--- config.mk ---
export PLATFORM = sky130hd
export DESIGN_NAME = rtc_seq_ctrl
export DESIGN_NICKNAME = d
export VERILOG_FILES = /design/src/rtl/rtc_seq_pkg.sv /design/src/rtl/rtc_bus_xfer.sv /design/src/rtl/rtc_seq_ctrl.sv
export SDC_FILE = /design/constraint.sdc
export NUM_CORES = 1
export LEC_CHECK = 0
export ABC_AREA = 1
export CAP_MARGIN = 20
export CORE_UTILIZATION = 50
export DETAILED_ROUTE_END_ITERATION = 8
export GPL_TIMING_DRIVEN = 0
export MAX_ROUTING_LAYER = met4
export PLACE_DENSITY = 0.81
export SLEW_MARGIN = 10
export SYNTH_ARGS = -nofsm -noshare
export SYNTH_HDL_FRONTEND = slang
export SYNTH_SLANG_ARGS = --single-unit
--- constraint.sdc ---
create_clock -name rtc_clk -period 3.13 [get_ports rtc_clk]
set_input_delay 0.4695 -clock rtc_clk [delete_from_list [all_inputs] [get_ports rtc_clk]]
set_output_delay 0.4695 -clock rtc_clk [all_outputs]
set_load 0.02 [all_outputs]
--- src/rtl/rtc_seq_pkg.sv ---
// Shared constants and types for the RTC register-bus sequencer.
package rtc_seq_pkg;

   localparam int unsigned ADDR_W = 5;
   localparam int unsigned DATA_W = 32;
   localparam int unsigned BE_W   = 4;
   localparam int unsigned ST_W   = 4;
   localparam int unsigned SEC_W  = 8;

   localparam logic [ADDR_W-1:0] ADDR_TIME_DEF = 5'h00;
   localparam logic [ADDR_W-1:0] ADDR_DATE_DEF = 5'h01;
   localparam logic [ADDR_W-1:0] ADDR_CMD_DEF  = 5'h04;

   localparam logic [DATA_W-1:0] CMD_UPDATE  = 32'h0000_0001;
   localparam logic [DATA_W-1:0] CMD_CAPTURE = 32'h0000_0002;

   // Sequencer states
   localparam logic [ST_W-1:0] ST_IDLE      = 4'd0;
   localparam logic [ST_W-1:0] ST_W_TIME    = 4'd1;
   localparam logic [ST_W-1:0] ST_W_DATE    = 4'd2;
   localparam logic [ST_W-1:0] ST_W_UPD     = 4'd3;
   localparam logic [ST_W-1:0] ST_W_CAP     = 4'd4;
   localparam logic [ST_W-1:0] ST_R_TIME    = 4'd5;
   localparam logic [ST_W-1:0] ST_R_DATE    = 4'd6;
   localparam logic [ST_W-1:0] ST_DONE_SET  = 4'd7;
   localparam logic [ST_W-1:0] ST_DONE_SNAP = 4'd8;

   typedef struct packed {
      logic [ADDR_W-1:0] addr;
      logic              wr;
      logic [DATA_W-1:0] wdata;
   } xfer_req_t;

endpackage

--- src/rtl/rtc_bus_xfer.sv ---
// Single-transfer register-bus engine: owns the reg_* strobes and the ack timeout.
module rtc_bus_xfer
   import rtc_seq_pkg::*;
#(
   parameter int unsigned ACK_TMO = 16
) (
   input  logic        rtc_clk,
   input  logic        rst,
   input  logic        start,
   input  logic [4:0]  addr,
   input  logic        wr,
   input  logic [31:0] wdata,
   output logic        done_c,
   output logic        timeout_c,
   output logic [31:0] rdata_c,
   output logic        reg_cs,
   output logic [4:0]  reg_addr,
   output logic [31:0] reg_wdata,
   output logic [3:0]  reg_be,
   output logic        reg_wr,
   input  logic [31:0] reg_rdata,
   input  logic        reg_ack
);

   localparam int unsigned TMO_W = (ACK_TMO > 1) ? $clog2(ACK_TMO) : 1;
   localparam logic [TMO_W-1:0] TMO_LAST = TMO_W'(ACK_TMO - 1);

   logic              cs_q, cs_d;
   logic [ADDR_W-1:0] addr_q, addr_d;
   logic              wr_q, wr_d;
   logic [DATA_W-1:0] wdata_q, wdata_d;
   logic [TMO_W-1:0]  tmo_q, tmo_d;

   always_ff @(posedge rtc_clk) begin
      if (rst) begin
         cs_q    <= 1'b0;
         addr_q  <= '0;
         wr_q    <= 1'b0;
         wdata_q <= '0;
         tmo_q   <= '0;
      end else begin
         cs_q    <= cs_d;
         addr_q  <= addr_d;
         wr_q    <= wr_d;
         wdata_q <= wdata_d;
         tmo_q   <= tmo_d;
      end
   end

   // Strobes stay frozen while cs is up; cs always drops for a cycle after ack or timeout.
   always_comb begin
      cs_d      = cs_q;
      addr_d    = addr_q;
      wr_d      = wr_q;
      wdata_d   = wdata_q;
      tmo_d     = '0;
      done_c    = 1'b0;
      timeout_c = 1'b0;
      if (cs_q) begin
         if (reg_ack) begin
            cs_d   = 1'b0;
            done_c = 1'b1;
         end else if (tmo_q == TMO_LAST) begin
            cs_d      = 1'b0;
            timeout_c = 1'b1;
         end else begin
            tmo_d = tmo_q + TMO_W'(1);
         end
      end else if (start) begin
         cs_d    = 1'b1;
         addr_d  = addr;
         wr_d    = wr;
         wdata_d = wdata;
      end
   end

   assign rdata_c   = reg_rdata;
   assign reg_cs    = cs_q;
   assign reg_addr  = addr_q;
   assign reg_wr    = wr_q;
   assign reg_wdata = wdata_q;
   assign reg_be    = 4'hF;

endmodule

--- src/rtl/rtc_seq_ctrl.sv ---
// RTC register sequencer: arbitrates host time/date set against coherent snapshots.
module rtc_seq_ctrl
   import rtc_seq_pkg::*;
#(
   parameter logic [4:0]  ADDR_TIME = ADDR_TIME_DEF,
   parameter logic [4:0]  ADDR_DATE = ADDR_DATE_DEF,
   parameter logic [4:0]  ADDR_CMD  = ADDR_CMD_DEF,
   parameter logic [7:0]  SNAP_SECS = 8'd60,
   parameter int unsigned ACK_TMO   = 16
) (
   input  logic        rtc_clk,
   input  logic        rst,
   input  logic        sec_tick,
   input  logic        set_req,
   input  logic [31:0] set_time,
   input  logic [31:0] set_date,
   output logic        set_ack,
   input  logic        snap_req,
   output logic        snap_valid,
   output logic [31:0] snap_time,
   output logic [31:0] snap_date,
   output logic        busy,
   output logic        err,
   output logic        reg_cs,
   output logic [4:0]  reg_addr,
   output logic [31:0] reg_wdata,
   output logic [3:0]  reg_be,
   output logic        reg_wr,
   input  logic [31:0] reg_rdata,
   input  logic        reg_ack
);

   logic [ST_W-1:0]   state_q, state_d;
   logic              issued_q, issued_d;
   logic [DATA_W-1:0] set_time_q, set_time_d;
   logic [DATA_W-1:0] set_date_q, set_date_d;
   logic [DATA_W-1:0] time_buf_q, time_buf_d;
   logic              snap_pend_q, snap_pend_d;
   logic [SEC_W-1:0]  sec_cnt_q, sec_cnt_d;
   logic              set_ack_q, set_ack_d;
   logic              snap_valid_q, snap_valid_d;
   logic [DATA_W-1:0] snap_time_q, snap_time_d;
   logic [DATA_W-1:0] snap_date_q, snap_date_d;
   logic              busy_q, busy_d;
   logic              err_q, err_d;

   logic              start_c;
   xfer_req_t         req_c;
   logic              done_c;
   logic              timeout_c;
   logic [DATA_W-1:0] rdata_c;
   logic              xfer_st_c;
   logic [ST_W-1:0]   nxt_st_c;
   logic              tick_hit_c;
   logic              pend_clr_c;
   logic [SEC_W-1:0]  sec_cnt_inc_c;

   rtc_bus_xfer #(
      .ACK_TMO (ACK_TMO)
   ) u_xfer (
      .rtc_clk   (rtc_clk),
      .rst       (rst),
      .start     (start_c),
      .addr      (req_c.addr),
      .wr        (req_c.wr),
      .wdata     (req_c.wdata),
      .done_c    (done_c),
      .timeout_c (timeout_c),
      .rdata_c   (rdata_c),
      .reg_cs    (reg_cs),
      .reg_addr  (reg_addr),
      .reg_wdata (reg_wdata),
      .reg_be    (reg_be),
      .reg_wr    (reg_wr),
      .reg_rdata (reg_rdata),
      .reg_ack   (reg_ack)
   );

   always_ff @(posedge rtc_clk) begin
      if (rst) begin
         state_q      <= ST_IDLE;
         issued_q     <= 1'b0;
         set_time_q   <= '0;
         set_date_q   <= '0;
         time_buf_q   <= '0;
         snap_pend_q  <= 1'b0;
         sec_cnt_q    <= '0;
         set_ack_q    <= 1'b0;
         snap_valid_q <= 1'b0;
         snap_time_q  <= '0;
         snap_date_q  <= '0;
         busy_q       <= 1'b0;
         err_q        <= 1'b0;
      end else begin
         state_q      <= state_d;
         issued_q     <= issued_d;
         set_time_q   <= set_time_d;
         set_date_q   <= set_date_d;
         time_buf_q   <= time_buf_d;
         snap_pend_q  <= snap_pend_d;
         sec_cnt_q    <= sec_cnt_d;
         set_ack_q    <= set_ack_d;
         snap_valid_q <= snap_valid_d;
         snap_time_q  <= snap_time_d;
         snap_date_q  <= snap_date_d;
         busy_q       <= busy_d;
         err_q        <= err_d;
      end
   end

   // Second counter; a zero period disables automatic snapshots.
   always_comb begin
      sec_cnt_d     = sec_cnt_q;
      tick_hit_c    = 1'b0;
      sec_cnt_inc_c = sec_cnt_q + SEC_W'(1);
      if (sec_tick && (SNAP_SECS != 8'd0)) begin
         if (sec_cnt_inc_c == SNAP_SECS) begin
            tick_hit_c = 1'b1;
            sec_cnt_d  = '0;
         end else begin
            sec_cnt_d  = sec_cnt_inc_c;
         end
      end
   end

   // Sequencing FSM; every bus state issues one transfer and advances on its ack.
   always_comb begin
      state_d      = state_q;
      issued_d     = issued_q;
      set_time_d   = set_time_q;
      set_date_d   = set_date_q;
      time_buf_d   = time_buf_q;
      set_ack_d    = 1'b0;
      snap_valid_d = 1'b0;
      snap_time_d  = snap_time_q;
      snap_date_d  = snap_date_q;
      err_d        = err_q;
      start_c      = 1'b0;
      pend_clr_c   = 1'b0;
      xfer_st_c    = 1'b0;
      nxt_st_c     = ST_IDLE;
      req_c.addr   = '0;
      req_c.wr     = 1'b0;
      req_c.wdata  = '0;

      case (state_q)
         ST_IDLE: begin
            if (set_req) begin
               state_d    = ST_W_TIME;
               set_time_d = set_time;
               set_date_d = set_date;
            end else if (snap_pend_q) begin
               state_d    = ST_W_CAP;
               pend_clr_c = 1'b1;
            end
         end
         ST_W_TIME: begin
            xfer_st_c   = 1'b1;
            nxt_st_c    = ST_W_DATE;
            req_c.addr  = ADDR_TIME;
            req_c.wr    = 1'b1;
            req_c.wdata = set_time_q;
         end
         ST_W_DATE: begin
            xfer_st_c   = 1'b1;
            nxt_st_c    = ST_W_UPD;
            req_c.addr  = ADDR_DATE;
            req_c.wr    = 1'b1;
            req_c.wdata = set_date_q;
         end
         ST_W_UPD: begin
            xfer_st_c   = 1'b1;
            nxt_st_c    = ST_DONE_SET;
            req_c.addr  = ADDR_CMD;
            req_c.wr    = 1'b1;
            req_c.wdata = CMD_UPDATE;
         end
         ST_W_CAP: begin
            xfer_st_c   = 1'b1;
            nxt_st_c    = ST_R_TIME;
            req_c.addr  = ADDR_CMD;
            req_c.wr    = 1'b1;
            req_c.wdata = CMD_CAPTURE;
         end
         ST_R_TIME: begin
            xfer_st_c  = 1'b1;
            nxt_st_c   = ST_R_DATE;
            req_c.addr = ADDR_TIME;
         end
         ST_R_DATE: begin
            xfer_st_c  = 1'b1;
            nxt_st_c   = ST_DONE_SNAP;
            req_c.addr = ADDR_DATE;
         end
         ST_DONE_SET:  state_d = ST_IDLE;
         ST_DONE_SNAP: state_d = ST_IDLE;
         default:      state_d = ST_IDLE;
      endcase

      if (xfer_st_c) begin
         if (!issued_q) begin
            start_c  = 1'b1;
            issued_d = 1'b1;
         end else if (timeout_c) begin
            issued_d = 1'b0;
            err_d    = 1'b1;
            state_d  = ST_IDLE;
         end else if (done_c) begin
            issued_d = 1'b0;
            state_d  = nxt_st_c;
            if (state_q == ST_W_UPD) begin
               set_ack_d = 1'b1;
            end
            if (state_q == ST_R_TIME) begin
               time_buf_d = rdata_c;
            end
            // Both halves land in the same cycle so a partial snapshot is never visible.
            if (state_q == ST_R_DATE) begin
               snap_valid_d = 1'b1;
               snap_time_d  = time_buf_q;
               snap_date_d  = rdata_c;
            end
         end
      end

      snap_pend_d = (snap_pend_q && !pend_clr_c) || snap_req || tick_hit_c;
      busy_d      = (state_d != ST_IDLE);
   end

   assign set_ack    = set_ack_q;
   assign snap_valid = snap_valid_q;
   assign snap_time  = snap_time_q;
   assign snap_date  = snap_date_q;
   assign busy       = busy_q;
   assign err        = err_q;

endmodule

=== Yosys cells after proc, flatten, opt, wreduce, memory -nomap -nowiden ===
Index checks and enable logic that the tools add are counted.

* Logic and storage cells: 82
* Memories: 0
* Register bits after elaboration: 221
* Bits in latches: 0
* Bits of input ports: 102
* RAM bits: 0
* ROM bits: 0
* Output and inout port bits: 111

* Order comparisons: 0
* Div/mod/pow operators: 0
* Add/subtract/negate cells: 2
* Muxes and demuxes: 33
* Reduce and logical (&&, ||, !) cells: 16
* Bitwise logic cells: 5
* Eq/ne operators: 8
* Shift-type cells: 0
* Multiply operators: 0

{| class="wikitable"
|+ Operators with widths
! kind !! count
|-
| $pmux 33 s4 || 1
|-
| $mux 4 || 6
|-
| $pmux 4 s6 || 1
|-
| $mux 1 || 22
|-
| $eq 4x3->1 const B || 3
|-
| $reduce_and 5->1 || 2
|-
| $add 8x1->8 const B || 1
|-
| $eq 4x2->1 const B || 2
|-
| $eq 8x6->1 const B || 1
|-
| $mux 8 || 1
|-
| $pmux 4 s2 || 1
|-
| $pmux 3 s2 || 1
|-
| $reduce_or 6->1 || 1
|-
| $not 1->1 || 5
|-
| $reduce_or 5->1 || 1
|-
| $add 4x1->4 const B || 1
|-
| $eq 4x1->1 const B || 1
|-
| $eq 4x4->1 const B || 1
|-
| $logic_not 4->1 || 1
|-
| $reduce_and 2->1 || 2
|-
| $reduce_bool 4->1 || 1
|-
| $reduce_or 2->1 || 2
|-
| $reduce_or 4->1 || 1
|-
| $reduce_and 3->1 || 1
|-
| other kinds (3) || 4
|}

=== Longest topological paths before layout ===
* Depth after elaboration: 8
* Mapped depth: 12

=== Cells and area by module ===
A second synthesis with hierarchy kept.

* Cell total of the unflattened synthesis: 1,112
* Area, all modules: 9,191.3 µm²

{| class="wikitable"
|+ By module, submodules not included
! module !! instances !! area an instance (µm²) !! cells each !! sequential area each (µm²)
|-
| rtc_seq_ctrl || 1 || 7,264.5 || 878 || 3,563.4
|-
| rtc_bus_xfer || 1 || 1,926.8 || 234 || 860.8
|}

=== Least setup slack after synthesis ===
No wires, ideal clock.

* Path type: register to register
* Start: register u_xfer.cs_q, in the netlist u_xfer.reg_cs
* End: register snap_time_q[26], in the netlist snap_time[26]
* Path buffers: 2
* Setup time: 0.128 ns
* Arrival: 1.595 ns
* Setup slack: 1.406 ns
* Data required time: 3.002 ns
* Stages on the path, launching flop included: 8
* Clock period less this slack: 1.724 ns
* Cells stage by stage: dfxtp_1 -> nand2_1 -> inv_1 -> nand4_1 -> clkbuf_1 -> clkbuf_1 -> o21ai_0 -> a21oi_1

* Longest elaborated chain between the ends: 3
* Elaborated cells on any way between the ends: 4
* Those cells by class: mux (2); bitwise (1); reduce/logical (1)

{| class="wikitable"
|+ RTL lines
! what !! line !! RTL
|-
| start, declared || rtc_bus_xfer.sv:28 || <nowiki>logic cs_q, cs_d;</nowiki>
|-
| start signal, assigned || rtc_bus_xfer.sv:42 || <nowiki>cs_q <= cs_d;</nowiki>
|-
| $mux 1 || rtc_bus_xfer.sv:59 || <nowiki>if (cs_q) begin</nowiki>
|-
| $not 1->1 (no line) || n/a ||
|-
| $reduce_and 5->1 (no line) * || n/a ||
|-
| end signal, assigned || rtc_seq_ctrl.sv:104 || <nowiki>snap_time_q <= snap_time_d;</nowiki>
|-
| end, declared || rtc_seq_ctrl.sv:42 || <nowiki>logic [DATA_W-1:0] snap_time_q, snap_time_d;</nowiki>
|}

Every way passes the cells marked *; elsewhere a longest branch is shown, timed or not.
A chain may end at the register's enable or synchronous reset.

=== Worst setup path after layout ===
* Start: input port reg_ack
* End: register snap_time_q[28], in the netlist snap_time[28]

* Longest elaborated chain between the ends: 4
* Elaborated cells on any way between the ends: 6
* Those cells by class: mux (4); bitwise (1); reduce/logical (1)

{| class="wikitable"
|+ RTL lines
! what !! line !! RTL
|-
| start, declared || rtc_seq_ctrl.sv:30 || <nowiki>input logic reg_ack</nowiki>
|-
| $mux 1 || rtc_bus_xfer.sv:60 || <nowiki>if (reg_ack) begin</nowiki>
|-
| $mux 1 || rtc_bus_xfer.sv:59 ||
|-
| $not 1->1 (no line) || n/a ||
|-
| $reduce_and 5->1 (no line) * || n/a ||
|}

Marks and branches as above.

==> impl_metrics.tcl <==
set metrics [dict create \
    cp_slowest_stage_delay_ns 0.47 \
    route.final.wire_length_um 23800 \
    core_area_um2 16100 \
    max_slew.worst_pin.slew_ns 0.784 \
    instances_no_fill 1521 \
    clk_pin_slew_worst_paths_ns 0.06 \
    power_density_nw_per_um2 546 \
    initial_utilization_pct 51.8 \
    final_global_route_overflow_total 0 \
    worstHoldEndpoint "sec_cnt_q[3]" \
    timing.final.crit_share_pct 76.0 \
    synth.avg_cell_area_um2 7.85 \
    min_path_cells 2 \
    ys_warn_count 0 \
    routed-via-count 8134 \
    slew-limit-headroom_pct 47.8 \
    cts_buffer_depth 3 \
    hold_path.startpoint "sec_tick" \
    global_placer_s_final_weighted_congestion 0.905 \
    post_cts_buffers 0 \
    synth_compound_area_share_pct 23.0 \
    crit_path_max_fanout 10 \
    worst_r2r_setup_slack_ns 0.80 \
    timing_hold_violations_final 0 \
    outcome "finished, final reports clean" \
    cts.hold.buffers_added 0 \
    synth.lib_cells_used.distinct 31 \
    finalSetupTns_ns 0 \
    setup_viol 0 \
    grt_pass1_vias 7531 \
    drt_first_iter_violations 512 \
    synth_top_area_cell "sky130_fd_sc_hd__dfxtp_1" \
    grt_max_degree 14 \
    syn-cell-area_um2 8310 \
    fin_nets 1396 \
    routed_wire_length_per_instance_um 15.6 \
    io_buffers 204 \
    post-layout-total-power_uw 6200 \
    dominantRegCellSynth "sky130_fd_sc_hd__dfxtp_1" \
    timing.critical_path.max_delay_family "buffers and inverters" \
    cts_resized 0 \
    synth_top_cells_by_area "sky130_fd_sc_hd__dfxtp_1 (52%), sky130_fd_sc_hd__a21oi_1 (12%), sky130_fd_sc_hd__o21ai_0 (8.1%), sky130_fd_sc_hd__inv_1 (6.6%), sky130_fd_sc_hd__nand2_1 (5.9%)" \
    clock_tree.htree_level_count 1 \
    tritoncts "built" \
    synthArstFlopShare_pct 0 \
    boundaryPins 213 \
    detail_route.vias_per_cell 5.35 \
    detailed_place_hpwl_um 16900 \
    rows 46 \
    synth_mux_area_share_pct 0 \
    n_antenna_cell 0 \
    xor_xnor_cell_area_share_of_the_yosys_netlist_pct 0.632 \
    fin_worst_skew_ns 0.0174 \
    path_cells "clkdlybuf4s50_1 -> nand2_1 -> inv_1 -> nand4_1 -> clkbuf_1 -> clkbuf_1 -> o21ai_0 -> a21oi_1" \
    die-area_um2 17100 \
    worstSetupStartpointType "input pin" \
    synth_enable_flop_cells 0 \
    synth_seq_cells 218 \
    yosys.cell_count.top_type "sky130_fd_sc_hd__dfxtp_1" \
    grt_use_total_pct 28.1 \
    synth_top_family_by_area "compound AO/OA/AOI/OAI gates" \
    critical_path_arrival_ns 2.81 \
    design_area_um2 11400 \
    synth_top_area_share_pct 52.5 \
    finalCriticalPeriod_ns 2.38 \
    ff2ff_path_depth 10 \
    synth-simple-area-share_pct 12.3 \
    cp-end-kind "register" \
    cp.required_ns 3.56 \
    timing.final.max_slew_violations 0 \
    clock-sinks 218 \
    ys_top_cells_by_count "sky130_fd_sc_hd__dfxtp_1 (218), sky130_fd_sc_hd__a21oi_1 (202), sky130_fd_sc_hd__inv_1 (147)" \
    critPathMostFrequentCell "sky130_fd_sc_hd__clkbuf_1" \
    p_leak_uw 0.00406 \
    ir_worst_vdd_v 0.000428 \
    rr_endpoint "u_xfer.reg_wdata[6]" \
    clk_latency_ns 0.50 \
    area_growth_syn_to_layout_pct 36.7 \
    post_synth_fa_ha_maj_area_fraction_pct 0.301 \
    antenna_found_initial 0 \
    postRouteAntennaNets 0 \
    timing.critical_path.buf_inv 4 \
    start_to_end_type_of_the_worst_setup_path "in2reg" \
    route.detailed.drc 0 \
    timing.fmax_mhz 420 \
    yosysSeqAreaShare_pct 52.5 \
    highest_delay_cell_along_the_critical_path "sky130_fd_sc_hd__clkbuf_1" \
    cap_violations 0 \
    number_of_instances_in_the_synthesized_netlist 1059 \
    drt_pass1_iterations 6 \
    dp_cell_count 1484 \
    die_w_um 131 \
    die_h_um 131 \
    hold_path.class "in2reg" \
    grt_setup_unrepaired "no" \
    r2r-start "state_q[0]" \
    cts_root_buffer "sky130_fd_sc_hd__clkbuf_16" \
    cts-buffers-inserted 22 \
    drive_above_1_share_pct 4.98 \
    placement.cell_area_um2 10600 \
    grt_pass1_wl_um 36800 \
]
[power breakdown]
group	switching [uW]	internal [uW]	total (uW)
sequential	42.0	2880	2920
clock	1040	1560	2600
combinational	416	267	683
[layout by cell type, fill, tap and decap left out, types with 3 or more instances in the layout]
cell type / n
sky130_fd_sc_hd__o22ai_1: 30
sky130_fd_sc_hd__a21oi_1: 202
sky130_fd_sc_hd__clkdlybuf4s50_1: 204
sky130_fd_sc_hd__nand4_1: 35
sky130_fd_sc_hd__nand2_1: 131
sky130_fd_sc_hd__nor2_1: 25
sky130_fd_sc_hd__clkbuf_1: 68
sky130_fd_sc_hd__inv_1: 147
sky130_fd_sc_hd__buf_4: 10
sky130_fd_sc_hd__clkbuf_8: 6
sky130_fd_sc_hd__dfxtp_1: 218
sky130_fd_sc_hd__conb_1: 7
sky130_fd_sc_hd__o21ai_0: 134
sky130_fd_sc_hd__buf_2: 10
sky130_fd_sc_hd__nor2_4: 3
sky130_fd_sc_hd__xor2_1: 4
sky130_fd_sc_hd__nor4_1: 3
sky130_fd_sc_hd__clkinv_2: 3
sky130_fd_sc_hd__nand3_1: 18
sky130_fd_sc_hd__clkbuf_16: 23
sky130_fd_sc_hd__inv_2: 3
[worst reg2reg max path: cells and delay by family (launching register included)]
kind / cells / cell delay [ns]
flops: 1 / 0.42
buf+inv: 3 / 0.52
compound gates: 1 / 0.06
simple gates: 6 / 1.20
[registers in the layout (all words and copies together), names as in the netlist, 2 cells and up]
name and cells:
snap_time 32, state_q 4, time_buf_q 32, set_time_q 32, u_xfer.reg_addr 2, u_xfer.tmo_q 4
snap_date 32, set_date_q 32, u_xfer.reg_wdata 32, sec_cnt_q 8
[worst max-delay path by stage]
| stage | startpoint | endpoint | slack (ns) | cells past startpoint |
|---|---|---|---|---|
| 4_1_cts | reg_ack | snap_time[28] | 0.78 | 8 |
| 3_5_place_dp | reg_ack | snap_time[28] | 0.27 | 8 |
| 6_report | reg_ack | snap_time[28] | 0.75 | 8 |
| 2_1_floorplan | u_xfer.reg_cs | snap_time[26] | 1.41 | 7 |
| 5_1_grt | reg_ack | snap_time[30] | 0.64 | 8 |
| 3_3_place_gp | reg_ack | snap_time[28] | 0.36 | 8 |
[routing by layer]
metal / global-route usage (%) / part of all wire, % / wire, um
met4: 12.0 / 3.6 / 848
met1: 35.0 / 42 / 9950
met2: 44.9 / 46 / 11000
met5: - / 0 / 0
met3: 5.09 / 8.4 / 1990
[final cells by class]
type | count | area (um^2)
plain buffers | 84 | 365
inverters | 150 | 563
clock inverters | 4 | 45.0
repair buffers | 204 | 2040
multi-input cells | 612 | 3040
well taps | 216 | 270
clock buffers | 33 | 673
fillers | 1281 | 4700
flip-flops and latches | 218 | 4360
[cells by family (layout without fill, tap and decap cells)]
logic type	count (synthesis)	after routing
compound gates	372	372
xor+xnor	6	6
fa+ha+maj	2	2
buf+inv	234	475
flops	218	218
other cells	2	7
simple gates	225	225
[through the flow]
stage          util [%]  hold WS, ns  worst slack (ns)
2_1_floorplan         -        0.418              1.41
6_report           70.8        0.376             0.751
4_1_cts            70.8        0.364             0.776
3_3_place_gp       66.3        0.431             0.356
5_1_grt            70.8        0.409             0.637
3_5_place_dp       66.3        0.435             0.274
(Power assumes the default switching activity.)
